## config.mk

```make
export PLATFORM = sky130hd
export DESIGN_NAME = lane_input_judge
export DESIGN_NICKNAME = d
export VERILOG_FILES = /design/src/rtl/lane_input_judge.sv
export SDC_FILE = /design/constraint.sdc
export NUM_CORES = 1
export LEC_CHECK = 0
export CORE_MARGIN = 2
export CORE_UTILIZATION = 60
export CTS_BUF_LIST = sky130_fd_sc_hd__clkbuf_4 sky130_fd_sc_hd__clkbuf_8
export DETAILED_ROUTE_END_ITERATION = 10
export GPL_TIMING_DRIVEN = 0
export PLACE_DENSITY = 0.87
export SETUP_SLACK_MARGIN = 0.05
export SYNTH_ARGS = -nofsm -noshare
export SYNTH_HDL_FRONTEND = slang
export SYNTH_SLANG_ARGS = --single-unit
```

## constraint.sdc

```tcl
create_clock -name clock -period 4.9 [get_ports clock]
set_clock_uncertainty 0.1 [all_clocks]
set_input_delay 0.735 -clock clock [delete_from_list [all_inputs] [get_ports clock]]
set_output_delay 0.735 -clock clock [all_outputs]
set_load 0.005 [all_outputs]
```

## src/rtl/lane_input_judge.sv

```systemverilog
`default_nettype none
// +------------------------------------------------------------------------+
// | lane_input_judge                                                       |
// | Judges one synchronised key press against a target lane in a window.   |
// | Rev 1.0                                                                |
// +------------------------------------------------------------------------+
module lane_input_judge #(
  parameter int NUM_LANES     = 4,
  parameter int CODE_W        = 3,
  parameter int WINDOW_CYCLES = 16,
  parameter int SCORE_W       = 8,
  parameter int EMPTY_PENALTY = 0
) (
  input  logic                 clock,
  input  logic                 resetn,
  input  logic                 check_input_go,
  input  logic [NUM_LANES-1:0] key_n,
  input  logic [CODE_W-1:0]    line_code,
  output logic                 check_input_done,
  output logic                 correct,
  output logic                 incorrect,
  output logic                 miss,
  output logic [SCORE_W-1:0]   hit_count,
  output logic [SCORE_W-1:0]   streak
);

  localparam int               CNT_W      = $clog2(WINDOW_CYCLES);
  localparam logic [CNT_W-1:0] c_last_cnt = CNT_W'(WINDOW_CYCLES - 1);

  typedef enum logic [1:0] {
    S_IDLE   = 2'd0,
    S_ARM    = 2'd1,
    S_WINDOW = 2'd2,
    S_DONE   = 2'd3
  } state_t;

  state_t               r_state;
  logic [CNT_W-1:0]     r_cnt;
  logic [CODE_W-1:0]    r_code;
  logic                 r_correct;
  logic                 r_incorrect;
  logic                 r_miss;
  logic [NUM_LANES-1:0] r_sync1;
  logic [NUM_LANES-1:0] r_sync2;
  logic [NUM_LANES-1:0] r_prev;

  logic [NUM_LANES-1:0] w_target;
  logic [NUM_LANES-1:0] w_press;
  logic                 w_any_press;
  logic                 w_wrong_press;
  logic                 w_has_target;
  logic                 w_expired;

  // Keys idle high, so the synchroniser and edge history release to ones.
  always_ff @(posedge clock or negedge resetn) begin
    if (!resetn) begin
      r_sync1 <= '1;
      r_sync2 <= '1;
      r_prev  <= '1;
    end else begin
      r_sync1 <= key_n;
      r_sync2 <= r_sync1;
      r_prev  <= r_sync2;
    end
  end

  // Lane k sits on key bit NUM_LANES-k; out-of-range codes give an empty row.
  always_comb begin
    w_target = '0;
    for (int k = 1; k <= NUM_LANES; k++) begin
      if (r_code == CODE_W'(k)) w_target[NUM_LANES-k] = 1'b1;
    end
  end

  assign w_press       = r_prev & ~r_sync2;
  assign w_any_press   = |w_press;
  assign w_wrong_press = |(w_press & ~w_target);
  assign w_has_target  = |w_target;
  assign w_expired     = (r_cnt == c_last_cnt);

  always_ff @(posedge clock or negedge resetn) begin
    if (!resetn) begin
      r_state     <= S_IDLE;
      r_cnt       <= '0;
      r_code      <= '0;
      r_correct   <= 1'b0;
      r_incorrect <= 1'b0;
      r_miss      <= 1'b0;
    end else if (!check_input_go) begin
      r_state     <= S_IDLE;
      r_cnt       <= '0;
      r_correct   <= 1'b0;
      r_incorrect <= 1'b0;
      r_miss      <= 1'b0;
    end else begin
      case (r_state)
        S_IDLE: begin
          r_state <= S_ARM;
          r_code  <= line_code;
          r_cnt   <= '0;
        end
        S_ARM: begin
          r_state <= S_WINDOW;
        end
        S_WINDOW: begin
          r_cnt <= r_cnt + 1'b1;
          if (w_any_press || w_expired) begin
            r_state     <= S_DONE;
            r_correct   <= w_has_target && w_any_press && !w_wrong_press;
            r_incorrect <= w_any_press &&
                           (w_has_target ? w_wrong_press : (EMPTY_PENALTY != 0));
            r_miss      <= w_has_target && !w_any_press;
          end
        end
        default: begin
          r_state <= S_DONE;
        end
      endcase
    end
  end

  // Result flags and scores register once, on the first DONE cycle.
  always_ff @(posedge clock or negedge resetn) begin
    if (!resetn) begin
      check_input_done <= 1'b0;
      correct          <= 1'b0;
      incorrect        <= 1'b0;
      miss             <= 1'b0;
      hit_count        <= '0;
      streak           <= '0;
    end else if (!check_input_go) begin
      check_input_done <= 1'b0;
      correct          <= 1'b0;
      incorrect        <= 1'b0;
      miss             <= 1'b0;
    end else if ((r_state == S_DONE) && !check_input_done) begin
      check_input_done <= 1'b1;
      correct          <= r_correct;
      incorrect        <= r_incorrect;
      miss             <= r_miss;
      if (r_correct) begin
        if (hit_count != '1) hit_count <= hit_count + 1'b1;
        if (streak != '1)    streak    <= streak + 1'b1;
      end else if (r_incorrect || r_miss) begin
        streak <= '0;
      end
    end
  end

endmodule
`default_nettype wire

```

==> impl_metrics.json <==
{
  "crit_type": "flip-flop to primary output",
  "stdcell_count": 255,
  "die_w_um": 61.51,
  "critPathTopFamily": "buffers and inverters",
  "post_drt_wl_per_cell_um": 14.75,
  "overflow": 0,
  "setup_tns_ps": 0,
  "fin_crit_sh_pct": 45.51,
  "die_area_um2": 3783,
  "synth_area_leaders": "dfrtp_1, dfstp_2, nor2b_1, mux2_2, xnor2_1",
  "drv_slew": 0,
  "synth-main-ff-cell": "dfrtp_1",
  "async_flop_share_pct": 100.0,
  "hp-class": "flip-flop to flip-flop",
  "synth.avg_cell_area_um2": 11.40,
  "max_freq_ghz": 0.4484,
  "grt_pass1_wl_mm": 6.244,
  "synth_top_cell_area_share_pct": 40.35,
  "io_buffers": 29,
  "hold_buffers": 0,
  "drtIter0Drc": 62,
  "dp_cells": 247,
  "syn_nets": 187,
  "synth_area_um2": 1984,
  "fin_area_um2": 2404,
  "fin_nets": 223,
  "yosysSeqAreaShare_pct": 56.24,
  "clock_sinks": 44,
  "reg2reg_slack_ps": 3050,
  "cts_resized": 0,
  "vias": 1481,
  "die_h_um": 61.51,
  "ir_drop_mv": 0.2394,
  "synth_edf_count": 0,
  "cp.arrival_ps": 1400,
  "place_congestion": 0.7330,
  "place_ws_ps": 2345,
  "synth.most_common_cell": "dfrtp_1",
  "area_growth_pct": 21.12,
  "crit_buf_inv": 1,
  "status": "finished, final reports clean",
  "crit_start": "hit_count[2]",
  "rsz0062_at_grt": "no",
  "antenna_found_initial": 0,
  "setup_slack_ps": 2670,
  "clock_latency_ps": 370,
  "min_to": "r_sync2[0]",
  "multi_input_area_um2": 827.0,
  "grt_use_total_pct": 22.99,
  "final-seq-area_um2": 1116,
  "hold_depth": 0,
  "path_cells": "clkdlybuf4s50_1",
  "synth_common_cells": "dfrtp_1, nor2b_1, dfstp_2, nand2_1",
  "layout-drive-gt1-share_pct": 16.11,
  "power_density_nw_per_um2": 296.8,
  "root_buffer": "clkbuf_4",
  "io_pins": 30,
  "leakagePower_nw": 1.028,
  "totalWireLength_mm": 3.760,
  "crit_required_ps": 4070,
  "cts_tree": "done",
  "grt_pass1_vias": 1364,
  "crit_path_end_kind": "primary output",
  "worstPathMaxFanout": 7,
  "rows": 20,
  "drtPass1Iterations": 4,
  "yosys.cell_types.count": 43,
  "tightest_slew_ps": 930.8,
  "maxSlewHeadroom_pct": 37.95,
  "timing.rr.end": "streak[0]",
  "remaining_drc_errors": 0,
  "antenna_cells": 0,
  "viasPerCell": 5.808,
  "slowest_stage": "clkdlybuf4s50_1",
  "start_kind": "flip-flop",
  "syn_inst": 174,
  "rr_worst_depth": 5,
  "dp_hpwl_mm": 2.669,
  "start_util_pct": 63.95,
  "clock_path_buffers": 2,
  "min-delay-start": "r_sync1[0]",
  "r2r_start": "streak[0]",
  "placed_cell_area_um2": 2325,
  "cts_setup_buffers": 0,
  "synth_top_area_cell": "dfrtp_1",
  "hold_viol": 0,
  "ant_nets": 0,
  "cts_buffers": 5,
  "htreeDepth": 2,
  "fill_cells": 218,
  "yosys_warnings": 0,
  "synth_seq_cells": 44,
  "maxCapViolCount": 0,
  "period_minus_slack_ps": 2230,
  "max_stage_delay_ps": 540,
  "setup_viol": 0,
  "grt_max_degree": 45,
  "clk_pin_slew_ps": 130,
  "core_um2": 3103
}
-- logic make-up after synthesis --
logic type | Yosys count | synth area share (%)
adders and majority gates | 3 | 1.892
muxes | 10 | 5.486
DFF | 44 | 56.24
AOI/OAI and AO/OA | 32 | 11.41
and+or+nand+nor | 66 | 18.92
buffers and inverters | 10 | 2.080
xor gates and xnor gates | 9 | 3.972
-- worst max path at each step --
stage,to,slack (ps),cells past startpoint
floorplan,streak[6],3120,4
global placement,r_code[0],1980,1
finish,hit_count[2],2670,1
global route,hit_count[2],2600,1
detailed placement,streak[6],2340,5
CTS,hit_count[2],2660,1
-- cell type report --
class	instances	share of cell area, %
Sequential cell	44	46.43
Inverter	6	0.9370
Tap cell	44	2.290
Clock inverter	3	1.718
Timing Repair Buffer	29	11.87
Multi-Input combinational cell	120	34.41
Clock buffer	5	1.562
Buffer	4	0.7808
-- power by group --
part	switching (mW)	total, mW	internal (mW)	leakage (nW)
Combinational	0.0360	0.0796	0.0436	0.434
Clock	0.118	0.225	0.107	0.0455
Sequential	0.0214	0.409	0.387	0.548
Total	0.176	0.713	0.538	1.03
-- flip-flops by register name, indices dropped and copies added, names as in the netlist --
register and flops:
streak 8, r_prev 4, r_correct 1, r_state 2, check_input_done 1, r_sync2 4
r_sync1 4, r_miss 1, r_cnt 4, incorrect 1, r_code 3, hit_count 8
correct 1, r_incorrect 1, miss 1
-- worst reg2reg max path, cell delays in order, from the launching register on --
cell and delay (ps):
dfrtp_1 440, ha_1 260, nand2_1 140, nor3_1 90, or3_1 420, mux2_2 290
-- stage by stage --
step	utilization, %	power, mW	hold WS (ps)
2_1_floorplan	-	0.4560	245.2
3_3_place_gp	75.08	0.4910	245.4
3_5_place_dp	74.92	0.4955	247.2
4_1_cts	77.46	0.7195	265.4
5_1_grt	77.46	0.7481	268.5
6_report	77.46	0.7134	264.4
-- layout by cell type (no fill, tap or decap), drive strengths merged, types with 3 or more instances in the layout --
cell type,count
dfrtp,32
clkdlybuf4s50,28
nor2b,13
nand2,12
dfstp,12
nand3,9
nor2,9
mux2,7
inv,7
o21ai,6
xnor2,6
clkbuf,6
a21oi,5
buf,4
nor3,4
a22o,4
a31oi,3
xor2,3
o211ai,3
a22oi,3
mux2i,3
ha,3
-- per-layer routing --
metal	up-vias	track usage [%]	share of wire [%]
met1	711	28.24	42
met3	8	6.303	5.6
met2	60	38.20	51
met5	-	0	0
li1	702	-	-
met4	0	9.726	1.9
Note: power is estimated with default switching activity, not from simulation.
